### src/rtl/pipe_hazard_fwd_unit_pkg.sv
// ----------------------------------------------------------------------------
// hazard_pkg
//   Shared types and constants for the pipeline hazard / forwarding unit.
//   - FWD_* : encodings of the EXE operand-forwarding mux select.
//   - sb_entry_t : one scoreboard slot describing an in-flight register write.
//   - RA_W_MAX : width of the dest field held in a scoreboard slot. Register
//     addresses narrower than this are zero-extended before being stored or
//     compared, so any RA_W up to RA_W_MAX is supported.
// ----------------------------------------------------------------------------
package hazard_pkg;

    localparam int RA_W_MAX = 8;

    // Forwarding mux encodings: 0 takes the regfile value, k+1 takes the
    // result sitting k stages past EXE.
    localparam int FWD_REGFILE = 0;
    localparam int FWD_EXE2MEM = 1;
    localparam int FWD_WB      = 2;

    typedef struct packed {
        logic                v;
        logic [RA_W_MAX-1:0] dest;
        logic                ld;
    } sb_entry_t;

    // Empty slot, used for bubbles and reset.
    function automatic sb_entry_t sb_bubble();
        sb_entry_t e;
        e.v    = 1'b0;
        e.dest = '0;
        e.ld   = 1'b0;
        return e;
    endfunction

endpackage

### src/rtl/pipe_hazard_fwd_unit_sb_match.sv
// ----------------------------------------------------------------------------
// sb_match
//   Combinational priority matcher over the scoreboard for one source operand.
//   Reports whether any valid entry writes the source register, the index of
//   the youngest such entry (lowest index = closest to EXE) and whether that
//   entry is a load. Reads of r0 or unused operands never match.
// Ports
//   entries  in   DEPTH x sb_entry_t  scoreboard, index 0 = EXE
//   src      in   RA_W_MAX            source register (zero-extended)
//   used     in   1                   operand is actually read
//   hit      out  1                   some entry matches
//   k        out  K_W                 index of the youngest matching entry
//   is_load  out  1                   youngest matching entry is a load
// ----------------------------------------------------------------------------
module sb_match
    import hazard_pkg::*;
#(
    parameter int DEPTH = 2,
    parameter int K_W   = 2
) (
    input  sb_entry_t           entries [DEPTH],
    input  logic [RA_W_MAX-1:0] src,
    input  logic                used,
    output logic                hit,
    output logic [K_W-1:0]      k,
    output logic                is_load
);

    // Scan from oldest to youngest so the last match written, i.e. the
    // youngest producer, is the one that sticks.
    always_comb begin
        hit     = 1'b0;
        k       = '0;
        is_load = 1'b0;
        if (used && (src != '0)) begin
            for (int i = DEPTH - 1; i >= 0; i--) begin
                if (entries[i].v && (entries[i].dest == src)) begin
                    hit     = 1'b1;
                    k       = K_W'(i);
                    is_load = entries[i].ld;
                end
            end
        end
    end

endmodule

### src/rtl/pipe_hazard_fwd_unit.sv
// ----------------------------------------------------------------------------
// pipe_hazard_fwd_unit
//   Hazard detection and forwarding control for the 5-stage pipeline. Tracks
//   in-flight register writes from EXE up to (not including) WB in a shifting
//   scoreboard and, for the instruction in ID, decides whether to forward,
//   stall (load-use, or any RAW when FWD_EN=0) or flush IF on a taken branch.
//   Also keeps saturating stall and flush counters.
// Parameters
//   RA_W      register-address width (must not exceed hazard_pkg::RA_W_MAX)
//   DEPTH     scoreboard stages tracked (0 = EXE, 1 = MEM, ...)
//   LOAD_RDY  lowest scoreboard index at which load data can be forwarded
//   FWD_EN    1 = forwarding, 0 = stall on every RAW hazard
//   CNT_W     performance counter width
// Ports
//   clk, rst                 clock (rising edge), async active-low reset
//   id_valid                 ID holds a real instruction
//   id_src1/2, id_src1/2_used source registers and whether they are read
//   id_dest, id_wb_en        destination register and regfile write enable
//   id_mem_r_en              ID instruction is a load
//   id_br_taken              branch resolved taken in ID
//   stall                    comb: freeze PC/IF2ID, bubble into EXE
//   if_flush                 comb: flush IF2ID
//   exe_fwd_sel1/2           reg: operand sources for the instruction in EXE
//   sb_busy                  comb: scoreboard holds a valid write
//   stall_cnt, flush_cnt     saturating event counters
// ----------------------------------------------------------------------------
module pipe_hazard_fwd_unit
    import hazard_pkg::*;
#(
    parameter int RA_W     = 5,
    parameter int DEPTH    = 2,
    parameter int LOAD_RDY = 1,
    parameter int FWD_EN   = 1,
    parameter int CNT_W    = 32
) (
    input  logic                       clk,
    input  logic                       rst,
    input  logic                       id_valid,
    input  logic [RA_W-1:0]            id_src1,
    input  logic [RA_W-1:0]            id_src2,
    input  logic                       id_src1_used,
    input  logic                       id_src2_used,
    input  logic [RA_W-1:0]            id_dest,
    input  logic                       id_wb_en,
    input  logic                       id_mem_r_en,
    input  logic                       id_br_taken,
    output logic                       stall,
    output logic                       if_flush,
    output logic [$clog2(DEPTH+1)-1:0] exe_fwd_sel1,
    output logic [$clog2(DEPTH+1)-1:0] exe_fwd_sel2,
    output logic                       sb_busy,
    output logic [CNT_W-1:0]           stall_cnt,
    output logic [CNT_W-1:0]           flush_cnt
);

    localparam int SEL_W = $clog2(DEPTH + 1);
    localparam logic [CNT_W-1:0] CNT_MAX = '1;

    sb_entry_t           sb [DEPTH];
    sb_entry_t           sb_in;
    logic [RA_W_MAX-1:0] src1_ext;
    logic [RA_W_MAX-1:0] src2_ext;
    logic                hit1;
    logic                hit2;
    logic                ld1;
    logic                ld2;
    logic [SEL_W-1:0]    k1;
    logic [SEL_W-1:0]    k2;
    logic                stall1;
    logic                stall2;
    logic [SEL_W-1:0]    sel1_c;
    logic [SEL_W-1:0]    sel2_c;

    assign src1_ext = RA_W_MAX'(id_src1);
    assign src2_ext = RA_W_MAX'(id_src2);

    sb_match #(
        .DEPTH (DEPTH),
        .K_W   (SEL_W)
    ) u_match1 (
        .entries (sb),
        .src     (src1_ext),
        .used    (id_src1_used),
        .hit     (hit1),
        .k       (k1),
        .is_load (ld1)
    );

    sb_match #(
        .DEPTH (DEPTH),
        .K_W   (SEL_W)
    ) u_match2 (
        .entries (sb),
        .src     (src2_ext),
        .used    (id_src2_used),
        .hit     (hit2),
        .k       (k2),
        .is_load (ld2)
    );

    // Per-operand hazard resolution. With forwarding only a load whose data
    // is not yet available stalls; every other producer is forwarded from
    // the stage it currently occupies.
    always_comb begin
        stall1 = 1'b0;
        stall2 = 1'b0;
        sel1_c = SEL_W'(FWD_REGFILE);
        sel2_c = SEL_W'(FWD_REGFILE);
        if (FWD_EN != 0) begin
            stall1 = hit1 && ld1 && (int'(k1) < LOAD_RDY);
            stall2 = hit2 && ld2 && (int'(k2) < LOAD_RDY);
            if (hit1) begin
                sel1_c = k1 + SEL_W'(FWD_EXE2MEM);
            end
            if (hit2) begin
                sel2_c = k2 + SEL_W'(FWD_EXE2MEM);
            end
        end else begin
            stall1 = hit1;
            stall2 = hit2;
        end
    end

    assign stall    = id_valid & (stall1 | stall2);
    assign if_flush = id_valid & id_br_taken & ~stall;

    // A stalled instruction does not advance, so it must not be recorded;
    // r0 writes are dropped because r0 can never be a real dependency.
    always_comb begin
        sb_in = sb_bubble();
        if (id_valid && id_wb_en && (id_dest != '0) && !stall) begin
            sb_in.v    = 1'b1;
            sb_in.dest = RA_W_MAX'(id_dest);
            sb_in.ld   = id_mem_r_en;
        end
    end

    // Scoreboard advances every cycle; the oldest entry falls off into WB,
    // where the regfile bypass covers it.
    always_ff @(posedge clk or negedge rst) begin
        if (!rst) begin
            for (int i = 0; i < DEPTH; i++) begin
                sb[i] <= sb_bubble();
            end
        end else begin
            sb[0] <= sb_in;
            for (int i = 1; i < DEPTH; i++) begin
                sb[i] <= sb[i-1];
            end
        end
    end

    // Any valid slot is a pending write, since only writers are recorded.
    always_comb begin
        sb_busy = 1'b0;
        for (int i = 0; i < DEPTH; i++) begin
            sb_busy = sb_busy | sb[i].v;
        end
    end

    // Selects follow the instruction into EXE; a stall or ID bubble sends a
    // bubble into EXE, which reads nothing forwarded.
    always_ff @(posedge clk or negedge rst) begin
        if (!rst) begin
            exe_fwd_sel1 <= SEL_W'(FWD_REGFILE);
            exe_fwd_sel2 <= SEL_W'(FWD_REGFILE);
        end else if (id_valid && !stall) begin
            exe_fwd_sel1 <= sel1_c;
            exe_fwd_sel2 <= sel2_c;
        end else begin
            exe_fwd_sel1 <= SEL_W'(FWD_REGFILE);
            exe_fwd_sel2 <= SEL_W'(FWD_REGFILE);
        end
    end

    // Event counters stick at all-ones instead of wrapping.
    always_ff @(posedge clk or negedge rst) begin
        if (!rst) begin
            stall_cnt <= '0;
            flush_cnt <= '0;
        end else begin
            if (stall && (stall_cnt != CNT_MAX)) begin
                stall_cnt <= stall_cnt + CNT_W'(1);
            end
            if (if_flush && (flush_cnt != CNT_MAX)) begin
                flush_cnt <= flush_cnt + CNT_W'(1);
            end
        end
    end

endmodule

### config.mk
export PLATFORM = sky130hd
export DESIGN_NAME = pipe_hazard_fwd_unit
export DESIGN_NICKNAME = d
export VERILOG_FILES = /design/src/rtl/pipe_hazard_fwd_unit_pkg.sv /design/src/rtl/pipe_hazard_fwd_unit_sb_match.sv /design/src/rtl/pipe_hazard_fwd_unit.sv
export SDC_FILE = /design/constraint.sdc
export NUM_CORES = 1
export LEC_CHECK = 0
export ABC_AREA = 0
export CAP_MARGIN = 20
export CELL_PAD_IN_SITES_DETAIL_PLACEMENT = 0
export CELL_PAD_IN_SITES_GLOBAL_PLACEMENT = 1
export CORE_MARGIN = 2
export CORE_UTILIZATION = 43
export CTS_BUF_LIST = sky130_fd_sc_hd__clkbuf_8
export DETAILED_ROUTE_END_ITERATION = 10
export HOLD_SLACK_MARGIN = 0.1
export PLACE_DENSITY_LB_ADDON = 0.1
export SETUP_SLACK_MARGIN = 0.4
export SYNTH_ARGS = -nofsm -noshare
export SYNTH_HDL_FRONTEND = slang
export SYNTH_SLANG_ARGS = --single-unit
### constraint.sdc
create_clock -name clk -period 4.6 [get_ports clk]
set_input_delay 0.46 -clock clk [delete_from_list [all_inputs] [get_ports clk]]
set_output_delay 0.46 -clock clk [all_outputs]
set_load 0.01 [all_outputs]
== Word level (Yosys, flattened, before mapping) ==
Index checks and enable logic that the tools add are counted.

* Input bits: 23
* Output and inout port bits: 71
* Logic and storage cells: 71
* Register bits after elaboration: 88

* Bitwise logic cells: 6
* Equality and inequality tests: 6
* Reduce and logical (&&, ||, !) cells: 20
* Muxes and demuxes: 23
* Add/sub/neg operators: 4
* $lt $le $gt $ge: 2

{| class="wikitable"
|+ Operator list
! cell !! count
|-
| $add A32 B1 Y32 const B || 2
|-
| $ne A32 B32 Y1 const B || 2
|-
| $eq A8 B5 Y1 || 4
|-
| $logic_and A1 B1 Y1 || 16
|-
| $mux W1 || 16
|-
| $reduce_bool A8 Y1 || 2
|-
| $mux W2 || 6
|-
| $mux W10 || 1
|-
| $reduce_bool A5 Y1 || 1
|-
| $add A2 B1 Y2 const B || 2
|-
| $lt A2 B1 Y1 const B || 2
|-
| $and A1 B1 Y1 || 3
|-
| $or A1 B1 Y1 || 2
|-
| $logic_not A1 Y1 || 1
|-
| $not A1 Y1 || 1
|}

== Longest topological paths before layout ==
Gate-level depths: netlist of the first run.

* Depth in word-level cells: 12
* Depth in mapped cells: 8
* Mapped depth without buffers: 7

== By module ==
Synthesis of the first run repeated with hierarchy kept, for this count alone.

* Cells, all modules: 402
* Area, all modules: 4,261.6 um^2

{| class="wikitable"
|+ By module, submodules not included
! module !! area an instance (um^2) !! cells an instance !! seq. area each (um^2) !! instances
|-
| pipe_hazard_fwd_unit || 3,763.6 || 330 || 2,052.0 || 1
|-
| sb_match || 249.0 || 36 || 0.0 || 2
|}

== Worst setup path after synthesis of the first run ==
No wires, ideal clock.

* Kind: input port to output port
* Start: in id_src2[0]
* End: out if_flush
* Setup slack: 2.415 ns
* Required time: 4.140 ns
* Path buffers: 1
* Cell stages on the path: 6
* Arrival time: 1.725 ns
* Path through: or4_4 > o21ai_4 > nor4_2 > nor2_1 > buf_2 > and3_1

* Word-level cells in the longest chain between the ends: 11
* Elaborated cells on any way between the ends: 22
* Those cells by class: order compare (1); eq/ne (2); mux (9); bitwise (4); reduce/logical (6)

{| class="wikitable"
|+ Ends and longest elaborated chain
! element !! line !! text
|-
| start: declaration || pipe_hazard_fwd_unit.sv:40 || <nowiki>input logic [RA_W-1:0] id_src2,</nowiki>
|-
| $eq A8 B5 Y1 || pipe_hazard_fwd_unit_sb_match.sv:37 || <nowiki>if (entries[i].v && (entries[i].dest == src)) begin</nowiki>
|-
| $logic_and A1 B1 Y1 || pipe_hazard_fwd_unit_sb_match.sv:37 ||
|-
| $mux W1 (2 in series) || pipe_hazard_fwd_unit_sb_match.sv:37 ||
|-
| $mux W2 / $mux W1 (equally long branches) || pipe_hazard_fwd_unit_sb_match.sv:35 || <nowiki>if (used && (src != '0)) begin</nowiki>
|-
| $lt A2 B1 Y1 / $logic_and A1 B1 Y1 (equally long branches) || pipe_hazard_fwd_unit.sv:111 || <nowiki>stall2 = hit2 && ld2 && (int'(k2) < LOAD_RDY);</nowiki>
|-
| $logic_and A1 B1 Y1 (*) || pipe_hazard_fwd_unit.sv:111 ||
|-
| $or A1 B1 Y1 (*) || pipe_hazard_fwd_unit.sv:124 || <nowiki>assign stall = id_valid & (stall1 | stall2);</nowiki>
|-
| $and A1 B1 Y1 (*) || pipe_hazard_fwd_unit.sv:124 ||
|-
| $not A1 Y1 (*) || pipe_hazard_fwd_unit.sv:125 || <nowiki>assign if_flush = id_valid & id_br_taken & ~stall;</nowiki>
|-
| $and A1 B1 Y1 (*) || pipe_hazard_fwd_unit.sv:125 ||
|-
| end: declaration || pipe_hazard_fwd_unit.sv:48 || <nowiki>output logic if_flush,</nowiki>
|}

Every way passes the cells marked *; elsewhere a longest branch is shown, timed or not.

== Final worst setup path of the first run ==
* Start: in id_src1[4]
* End: out if_flush

* Word-level cells in the longest chain between the ends: 11
* Elaborated cells on any way between the ends: 22
* Those cells by class: order compare (1); eq/ne (2); mux (9); bitwise (4); reduce/logical (6)

{| class="wikitable"
|+ Ends and longest elaborated chain
! element !! line !! text
|-
| start: declaration || pipe_hazard_fwd_unit.sv:39 || <nowiki>input logic [RA_W-1:0] id_src1,</nowiki>
|-
| $eq A8 B5 Y1 || pipe_hazard_fwd_unit_sb_match.sv:37 ||
|-
| $logic_and A1 B1 Y1 || pipe_hazard_fwd_unit_sb_match.sv:37 ||
|-
| $mux W1 (2 in series) || pipe_hazard_fwd_unit_sb_match.sv:37 ||
|-
| $mux W2 / $mux W1 (equally long branches) || pipe_hazard_fwd_unit_sb_match.sv:35 ||
|-
| $lt A2 B1 Y1 / $logic_and A1 B1 Y1 (equally long branches) || pipe_hazard_fwd_unit.sv:110 || <nowiki>stall1 = hit1 && ld1 && (int'(k1) < LOAD_RDY);</nowiki>
|-
| $logic_and A1 B1 Y1 (*) || pipe_hazard_fwd_unit.sv:110 ||
|-
| $or A1 B1 Y1 (*) || pipe_hazard_fwd_unit.sv:124 ||
|-
| $and A1 B1 Y1 (*) || pipe_hazard_fwd_unit.sv:124 ||
|-
| $not A1 Y1 (*) || pipe_hazard_fwd_unit.sv:125 ||
|-
| $and A1 B1 Y1 (*) || pipe_hazard_fwd_unit.sv:125 ||
|}

Marked as above.

==> flow_metrics.py, run 1 <==
metrics = {
    "timing": {
        "setup_total_negative_slack_ps": 0,
        "worst_slew_pin_slew_ps": 956,
        "finalWorstSetupSlack_ps": 1330,
        "finalClockSkew_ps": 14.8,
        "grt_setup_unrepaired": "false",
        "max_clock_freq_ghz": 0.306,
        "setup_viol": 0,
        "slew_violations": 0,
        "worst_slew_margin_rel": 0.360,
        "layout_worst_path_cycle_share": 0.711,
        "final.min_clock_period_ps": 3270,
        "total_count_of_hold_check_failures_in_the_final_report": 0,
    },
    "finish": {
        "post-route-cell-area_sq_mm": 0.00526,
        "layout-area-overhead-vs-synth_pct": 31.0,
        "antenna-diode-count": 0,
        "final_layout_size_suffix_gt1_frac": 0.0731,
        "number_of_nets_in_the_layout": 501,
    },
    "synth": {
        "asyncSetResetFlopFracSynth": 1.00,
        "combinational_family_with_the_most_area_after_synthesis": "simple AND/OR/NAND/NOR gates",
        "syn_area_sq_mm": 0.00402,
        "number_of_warning_messages_in_the_yosys_log": 0,
        "yosysSeqAreaShare": 0.505,
        "synth_edf_count": 0,
        "synth_fa_ha_area_frac": 0.00623,
        "synth_nets": 402,
        "yosys_register_bits": 81,
        "synth_cell_type_count": 42,
        "post_synth_and_or_nand_nor_area_fraction": 0.267,
        "synth_xor_xnor_area_share": 0.179,
        "synth_compound_area_frac": 0.0199,
        "syn_area_per_cell_sq_um": 10.7,
        "syn-instance-count": 377,
        "synth_top_flop_cell": "sky130_fd_sc_hd__dfrtp_1",
        "fraction_of_synthesized_area_in_multiplexers": 0.00561,
    },
    "grt": {
        "first_pass_grt_wire_length_um": 15200,
        "grt_util_all_layers": 0.190,
        "overflow": 0,
        "largest_net_degree_at_the_start_of_global_routing": 82,
        "number_of_antenna_violations_at_the_first_check_in_global_routing": 0,
        "first_global_vias": 3097,
    },
    "place": {
        "place.gp.congestion": 0.886,
        "portBuffers": 93,
        "pre_cts_slack_ps": 1300,
        "placedInstanceArea_sq_mm": 0.00504,
        "hpwl_um": 6410,
    },
    "clocking": {
        "skew_pair_late_insertion_delay_ps": 340,
        "clockBufferDepth": 2,
        "clkSlewWorstSetupHoldPaths_ps": 70,
        "cts_inserted_buffers": 9,
        "cts_setup_buffers": 0,
        "cts.htree.levels": 3,
        "clk_root_buffer_cell": "sky130_fd_sc_hd__clkbuf_8",
        "cts_tree": "done",
        "clock_sinks": 81,
        "cts_hold_repair.buffers": 0,
        "resized_after_cts": 0,
    },
    "floorplan": {
        "die_x_um": 101,
        "core_outline_area_sq_mm": 0.00915,
        "initial_core_util": 0.439,
        "dieArea_sq_mm": 0.0101,
        "fp-row-count": 35,
        "pin_count": 94,
        "fp.dieH_um": 101,
    },
    "worst_setup_path": {
        "critical_path.max_fanout": 11,
        "timing.critical_path.max_delay_family": "buffers and inverters",
        "max_stage_delay_ps": 480,
        "timing_worst_setup_path_type": "in2out",
        "slowest_stage": "sky130_fd_sc_hd__clkdlybuf4s50_1",
        "critical_path.most_common_cell": "sky130_fd_sc_hd__clkdlybuf4s50_1",
        "critPathRequiredTime_ps": 4140,
        "arrival_ps": 2810,
        "worst-path-buf-inv": 3,
        "crit_chain": "clkdlybuf4s50_1, xnor2_1, nand4_1, nor4_2, nor2_1, buf_4, and3_1, clkdlybuf4s50_1",
        "critPathCaptureType": "output port",
        "setup.worst_path.start_class": "input port",
    },
    "power_and_ir_drop": {
        "ir_drop_worst_vdd_mv": 0.184,
        "p_total_mw": 1.46,
        "leakage_nw": 2.28,
        "power_density_mw_per_mm2": 277,
    },
    "routing": {
        "route.detailed.drc": 0,
        "detail_route.wirelength_um": 9060,
        "first_iter_violations": 91,
        "drt-vias-per-instance": 5.33,
        "route.vias.total": 3143,
        "detail_route.wl_per_cell_um": 15.3,
        "remaining_antenna_violation_count": 0,
        "drt_pass1_iterations": 4,
    },
    "min_path": {
        "worst_hold_path_type": "reg2reg",
    },
    "job": {
        "max_cap_viols": 0,
    },
    "outcome": {
        "status": "complete, no violations",
    },
}
==> metal layers <==
| metal | vias to the layer above | part of all wire | wire length, um | track usage |
|---|---|---|---|---|
| met5 | - | 0 | 0 | 0 |
| met4 | 0 | 0.0093 | 84 | 0.0643 |
| met3 | 8 | 0.035 | 313 | 0.0277 |
| met2 | 68 | 0.49 | 4480 | 0.307 |
| met1 | 1546 | 0.46 | 4180 | 0.263 |
| li1 | 1521 | - | - | - |
==> worst reg2reg max path, cell delays in order (launching register included) <==
cell	delay (ps)
sky130_fd_sc_hd__dfrtp_1	440
sky130_fd_sc_hd__and4_1	260
sky130_fd_sc_hd__and3_2	250
sky130_fd_sc_hd__a41o_1	220
sky130_fd_sc_hd__nor3_4	740
sky130_fd_sc_hd__mux2_2	420
==> flip-flops by register name, summed over array words and instances, names as in the netlist <==
| name | count |
|---|---|
| sb | 13 |
| exe_fwd_sel1 | 2 |
| stall_cnt | 32 |
| exe_fwd_sel2 | 2 |
| flush_cnt | 32 |
==> report_power, final <==
group	internal [mW]	leakage (nW)	switching [mW]	total, mW
sequential	0.741	1.11	0.0328	0.774
combinational	0.102	1.07	0.0807	0.183
clock	0.257	0.0954	0.246	0.503
==> area by class of cell <==
class / count / area (sq um)
sequential: 81 / 2030
clock buffer: 10 / 138
fill: 824 / 3890
tap: 111 / 139
clock inverter: 4 / 46.3
inverter: 4 / 15.0
timing repair buffer: 97 / 981
multi-input combinational: 283 / 1920
==> cells in the mapped netlist (all sizes together) (2+ instances only) <==
cell,instances,area (sq um)
dfrtp,81,2030
xnor2,45,394
nand3,38,190
xor2,37,324
nor2,31,119
nand2,26,97.6
and3,24,153
nand4,23,150
nor3,14,91.3
nor4,12,87.6
buf,5,42.5
and2,4,25.0
and4,4,35.0
clkbuf,4,15.0
inv,4,15.0
or4,4,37.5
or3,3,20.0
ha,2,25.0
mux2,2,22.5
nor2b,2,12.5
o21ai,2,32.5
==> stage by stage <==
step,hold WS [ps],util,instances
2_1_floorplan,164,-,377
3_3_place_gp,408,0.551,574
3_5_place_dp,410,0.551,574
4_1_cts,340,0.571,588
5_1_grt,449,0.575,590
6_report,421,0.575,590
==> path summary, 6_finish.rpt <==
check / start / to / slack (ps) / depth (start not counted)
hold / removal: sb[19] / sb[9] / 420 / 0
setup / recovery: id_src1[4] / if_flush / 1330 / 8
max in group asynchronous: rst / sb[9] / 3500 / 3
hold reg to reg: sb[19] / sb[9] / 420 / 0
min in group asynchronous: rst / stall_cnt[9] / 510 / 2
setup reg to reg: flush_cnt[18] / flush_cnt[1] / 2160 / 5
==> cell usage in the layout, fill, tap and decap left out, types with 11 or more instances in the layout <==
cell type	count
sky130_fd_sc_hd__clkdlybuf4s50_1	92
sky130_fd_sc_hd__dfrtp_1	81
sky130_fd_sc_hd__xnor2_1	45
sky130_fd_sc_hd__nand3_1	38
sky130_fd_sc_hd__xor2_1	37
sky130_fd_sc_hd__nor2_1	30
sky130_fd_sc_hd__nand2_1	26
sky130_fd_sc_hd__nand4_1	22
sky130_fd_sc_hd__and3_1	22
sky130_fd_sc_hd__nor3_1	11
==> cell families (layout without fill, tap and decap cells) <==
kind of cell             Yosys count  count (layout)
XOR/XNOR                          82              82
multiplexers                       2               2
buffers and inverters             13             115
flip-flops                        81              81
adder cells (fa/ha/maj)            2               2
AO/OA/AOI/OAI                      6               6
AND/OR/NAND/NOR                  191             191
Power figures use the tool's default switching activity.
==> run 2: changes to the inputs <==
- CORE_UTILIZATION: 43 -> 36
- clock period: 4.6 -> 2.7 ns (I/O delays scaled with it)
==> run 2 against run 1 <==
Global-route usage fell by 1.1 points. Critical path type is now reg2out. Sequential power is 71% higher. Register-to-register slack lost 1600 ps. Critical path depth fell by 1. Clock skew is 2.1 ps lower. Routed wire length rose by 8.3%. Worst hold slack got worse by 2.0 ps. Critical endpoint unchanged. Non-clock buffer count is 28 higher. Sequential share of layout area is 2.4 points lower. Power up 74%.
==> flow_metrics.py, run 2 (synthesis results as in run 1) <==
metrics = {
    "finish": {
        "finish.utilization": 0.517,
        "layout.cells.most_common": "sky130_fd_sc_hd__clkdlybuf4s50_1",
        "post-route-cell-area_sq_mm": 0.00563,
        "layout-area-overhead-vs-synth_pct": 40.0,
        "final_standard_cell_count_with_taps_included_and_fillers_excluded": 649,
        "antenna-diode-count": 0,
        "number_of_nets_in_the_layout": 529,
        "reg.largest.list": "flush_cnt x32, stall_cnt x32, sb x13",
        "num-fill-cells": 1046,
        "layout.cells.most_common_list": "sky130_fd_sc_hd__clkdlybuf4s50_1, sky130_fd_sc_hd__dfrtp_1, sky130_fd_sc_hd__xnor2_1",
        "final_layout_size_suffix_gt1_frac": 0.163,
    },
    "clocking": {
        "clockBufferDepth": 2,
        "clock_sinks": 81,
        "clk_root_buffer_cell": "sky130_fd_sc_hd__clkbuf_8",
        "cts.htree.levels": 3,
        "cts_inserted_buffers": 9,
        "clkSlewWorstSetupHoldPaths_ps": 80,
        "skew_pair_late_insertion_delay_ps": 370,
        "cts_tree": "done",
    },
    "timing": {
        "slew_violations": 0,
        "worst_slew_margin_rel": 0.573,
        "layout_worst_path_cycle_share": 0.817,
        "grt_setup_unrepaired": "false",
        "setup_total_negative_slack_ps": 0,
        "worst_hold_slack_ps": 419,
        "total_count_of_hold_check_failures_in_the_final_report": 0,
        "final.min_clock_period_ps": 2210,
        "finalWorstSetupSlack_ps": 493,
        "setup_viol": 0,
        "worst_slew_pin_slew_ps": 638,
        "finalClockSkew_ps": 12.7,
        "max_clock_freq_ghz": 0.453,
    },
    "grt": {
        "grt_most_used_layer": "met2",
        "overflow": 0,
        "grt_util_met3": 0.0373,
        "largest_net_degree_at_the_start_of_global_routing": 46,
        "globalRouteMet2Util": 0.273,
        "grt_util_all_layers": 0.179,
        "first_global_vias": 3266,
        "number_of_antenna_violations_at_the_first_check_in_global_routing": 0,
        "grt_util_met1": 0.241,
        "first_pass_grt_wire_length_um": 16400,
    },
    "routing": {
        "drt_pass1_iterations": 4,
        "route.detailed.drc": 0,
        "detail_route.wl_per_cell_um": 15.1,
        "drt-vias-per-instance": 5.04,
        "first_iter_violations": 126,
        "route.vias.total": 3271,
        "detail_route.wirelength_um": 9810,
        "remaining_antenna_violation_count": 0,
    },
    "worst_setup_path": {
        "critPathRequiredTime_ps": 2430,
        "setup.worst_path.start_class": "register",
        "setup.reg_to_reg.worst_slack_ps": 540,
        "slowest_stage": "sky130_fd_sc_hd__dfrtp_1",
        "critPathCaptureType": "output port",
        "max_stage_delay_ps": 420,
        "crit_chain": "xnor2_1, nand4_2, buf_4, nor4_4, nor2_2, and3_1, buf_2",
        "worst-path-buf-inv": 2,
        "timing_worst_setup_path_type": "reg2out",
        "arrival_ps": 1940,
        "critical_path.max_fanout": 3,
        "timing.critical_path.max_delay_family": "simple AND/OR/NAND/NOR gates",
    },
    "place": {
        "placedInstanceArea_sq_mm": 0.00530,
        "dpl.cell_count": 627,
        "portBuffers": 93,
        "pre_cts_slack_ps": -69.1,
        "place.gp.congestion": 0.857,
        "hpwl_um": 7210,
    },
    "floorplan": {
        "core_outline_area_sq_mm": 0.0109,
        "die_x_um": 110,
        "fp.dieH_um": 110,
        "pin_count": 94,
        "dieArea_sq_mm": 0.0120,
        "fp-row-count": 38,
        "initial_core_util": 0.369,
    },
    "power_and_ir_drop": {
        "ir_drop_worst_vdd_mv": 0.490,
        "power_density_mw_per_mm2": 453,
        "leakage_nw": 2.49,
        "p_total_mw": 2.55,
    },
    "outcome": {
        "status": "complete, no violations",
    },
    "job": {
        "max_cap_viols": 0,
    },
    "min_path": {
        "worst_hold_path_type": "in2async",
    },
}
run 2: worst reg2reg max path: cells and delay by family, from the launching register on:
kind             cells  cell delay [ps]
AO/OA/AOI/OAI        1              510
flip-flops           1              430
AND/OR/NAND/NOR      3             1010
XOR/XNOR             1              150
run 2: report_power, final:
| group | switching [mW] | leakage [nW] | internal (mW) |
|---|---|---|---|
| Sequential | 0.0587 | 1.10 | 1.26 |
| Combinational | 0.149 | 1.28 | 0.189 |
| Clock | 0.447 | 0.110 | 0.440 |
run 2: layout make-up:
type / count / area [sq um] / share of cell area
clock buffer: 10 / 138 / 0.0245
clock inverter: 6 / 51.3 / 0.00912
inverter: 4 / 15.0 / 0.00267
multi-input combinational: 283 / 2020 / 0.360
sequential: 81 / 2030 / 0.361
tap: 140 / 175 / 0.0311
timing repair buffer: 125 / 1190 / 0.212
run 2: path summary, 6_finish.rpt:
check                              startpoint       endpoint  cells after the start
worst max-delay path                   sb[11]       if_flush                      7
worst min-delay path                      rst   stall_cnt[8]                      2
max in group asynchronous                 rst  flush_cnt[15]                      3
min in group clk                       sb[19]          sb[9]                      0
worst max register to register  flush_cnt[15]  flush_cnt[26]                      5
worst min register to register         sb[19]          sb[9]                      0
run 2: what timing repair did:
item                                    CTS  global route
hold endpoints to repair                 43             0
hold buffers                              1             0
setup buffers                             4             1
pin swaps                                13             5
endpoints found under the setup margin    2            23
resized for setup                        21            16
run 2: routing by layer:
layer | vias to the layer above | share of wire
met4 | 0 | 0.022
met1 | 1606 | 0.47
li1 | 1576 | -
met5 | - | 0
met3 | 15 | 0.045
met2 | 74 | 0.47
==> run 3: changes to the inputs <==
- clock period: 2.7 -> 1.9 ns (I/O delays scaled with it)
==> run 3 against run 2 <==
The run now ends with negative setup slack left. Critical endpoint is now stall_cnt[1]. First-iteration DRC count is 37% lower. Clock power grew 63%. Sequential power rose by 40%. Core utilization rose by 16 points. Sequential share of layout area shrank 8.7 points. Register-to-register slack worse by 880 ps.
==> flow_metrics.py, run 3 (synthesis results as in run 1) <==
metrics = {
    "place": {
        "hpwl_um": 7990,
        "place.gp.congestion": 0.785,
        "portBuffers": 93,
        "placedInstanceArea_sq_mm": 0.00601,
        "dpl.cell_count": 706,
    },
    "min_path": {
        "worst_hold_path_type": "in2async",
    },
    "timing": {
        "slew_violations": 0,
        "grt_setup_unrepaired": "true",
        "worst_slew_margin_rel": 0.676,
        "max_clock_freq_ghz": 0.446,
        "worst_slew_pin_slew_ps": 486,
        "final.min_clock_period_ps": 2240,
        "layout_worst_path_cycle_share": 1.18,
        "finalWorstSetupSlack_ps": -344,
        "finalClockSkew_ps": 8.08,
        "total_count_of_hold_check_failures_in_the_final_report": 0,
        "setup_total_negative_slack_ps": -15670,
        "setup_viol": 74,
        "worst_hold_slack_ps": 321,
    },
    "floorplan": {
        "fp.dieH_um": 110,
        "dieArea_sq_mm": 0.0120,
        "pin_count": 94,
        "core_outline_area_sq_mm": 0.0109,
        "initial_core_util": 0.369,
        "die_x_um": 110,
        "fp-row-count": 38,
    },
    "clocking": {
        "skew_pair_late_insertion_delay_ps": 360,
        "clock_sinks": 81,
        "cts_tree": "done",
        "cts_inserted_buffers": 9,
        "clockBufferDepth": 2,
        "clkSlewWorstSetupHoldPaths_ps": 80,
        "cts.htree.levels": 3,
        "clk_root_buffer_cell": "sky130_fd_sc_hd__clkbuf_8",
    },
    "routing": {
        "route.met2.wl_um": 6380,
        "route.detailed.drc": 0,
        "first_iter_violations": 80,
        "drt-vias-per-instance": 4.98,
        "met1Wirelength_um": 5340,
        "drt_pass1_iterations": 4,
        "top_layer_used": "met4",
        "detail_route.wl_per_cell_um": 16.1,
        "detail_route.wirelength_um": 12400,
        "route.vias.total": 3833,
        "remaining_antenna_violation_count": 0,
        "wl_met3_um": 383,
    },
    "power_and_ir_drop": {
        "clkPwrFrac": 0.358,
        "p_sw_frac": 0.258,
        "internal-power_mw": 3.01,
        "share_seq_of_total_power": 0.456,
        "power.share.combinational": 0.186,
        "leakage_nw": 3.81,
        "power_density_mw_per_mm2": 546,
        "net-switching-power_mw": 1.04,
        "p_total_mw": 4.05,
        "ir_drop_worst_vdd_mv": 0.545,
    },
    "grt": {
        "grt_util_all_layers": 0.211,
        "first_pass_grt_wire_length_um": 19400,
        "overflow": 0,
        "first_global_vias": 4024,
        "largest_net_degree_at_the_start_of_global_routing": 36,
        "number_of_antenna_violations_at_the_first_check_in_global_routing": 0,
    },
    "worst_setup_path": {
        "timing_worst_setup_path_type": "reg2reg",
        "rr_endpoint": "stall_cnt[1]",
        "critical_path.max_fanout": 5,
        "crit_start": "sb[12]",
        "reg2reg_depth": 10,
        "critPathRequiredTime_ps": 2150,
        "critPathCaptureType": "register",
        "crit-reg2reg-launch": "sb[12]",
        "arrival_ps": 2500,
        "setup.worst_path.start_class": "register",
        "setup.reg_to_reg.worst_slack_ps": -340,
    },
    "finish": {
        "antenna-diode-count": 0,
        "num-fill-cells": 842,
        "layout-area-overhead-vs-synth_pct": 84.7,
        "number_of_nets_in_the_layout": 650,
        "final_layout_size_suffix_gt1_frac": 0.437,
        "reg.largest.list": "flush_cnt x32, stall_cnt x32, sb x13",
        "post-route-cell-area_sq_mm": 0.00742,
        "layout.cells.most_common": "sky130_fd_sc_hd__buf_4",
        "layout.cells.most_common_list": "sky130_fd_sc_hd__buf_4, sky130_fd_sc_hd__dfrtp_1, sky130_fd_sc_hd__dlygate4sd2_1",
        "final_standard_cell_count_with_taps_included_and_fillers_excluded": 770,
    },
    "job": {
        "max_cap_viols": 0,
    },
    "outcome": {
        "status": "finished, violations left",
        "violated_checks": "negative setup slack",
    },
}
## run 3: worst max path at each step
stage,endpoint,cells after the start
floorplan,stall_cnt[1],6
global placement,if_flush,8
global route,stall_cnt[1],10
CTS,if_flush,7
detailed placement,if_flush,8
finish,stall_cnt[1],10
## run 3: power groups by stage
stage | Combinational [mW] | Sequential (mW) | Clock (mW)
2_1_floorplan | 0.179 | 1.93 | 0
3_3_place_gp | 0.618 | 1.88 | 0
3_5_place_dp | 0.626 | 1.89 | 0
4_1_cts | 0.664 | 1.85 | 1.47
5_1_grt | 0.809 | 1.86 | 1.55
6_report | 0.754 | 1.85 | 1.45
## run 3: repair_timing
item,CTS,global route
buffers inserted,29,12
pin swaps,56,56
endpoints found under the setup margin,141,79
cloned,6,0
gates resized for setup,156,82
endpoints found under the hold margin,33,0
hold buffers,1,0
## run 3: cell type report
type / count / area [sq um] / share of cell area
clock buffers: 11 / 151 / 0.0204
clock inverters: 5 / 72.6 / 0.00978
inverters: 4 / 15.0 / 0.00202
multi-input cells: 283 / 2640 / 0.356
flip-flops and latches: 81 / 2030 / 0.274
well taps: 140 / 175 / 0.0236
repair buffers: 246 / 2330 / 0.314
## run 3: stage by stage
| step | setup WS [ps] | utilization |
|---|---|---|
| finish | -344 | 0.682 |
| global route | -461 | 0.682 |
| CTS | -322 | 0.632 |
| detailed placement | -709 | 0.552 |
| global placement | -662 | 0.552 |
| floorplan | 46.3 | - |
## run 3: worst max-delay path: stages, from the launching register on
cell and delay, ps:
sky130_fd_sc_hd__dfrtp_1 420, sky130_fd_sc_hd__xnor2_1 160, sky130_fd_sc_hd__nand4_1 170, sky130_fd_sc_hd__buf_4 190
sky130_fd_sc_hd__buf_6 110, sky130_fd_sc_hd__buf_6 110, sky130_fd_sc_hd__nor3_4 150, sky130_fd_sc_hd__o2111ai_4 210
sky130_fd_sc_hd__buf_6 190, sky130_fd_sc_hd__buf_16 130, sky130_fd_sc_hd__mux2_4 290
## run 3: per-layer routing
metal,vias up,GRT usage
met5,-,0
met1,1894,0.264
met3,23,0.0385
met2,86,0.367
li1,1830,-
met4,0,0.0732
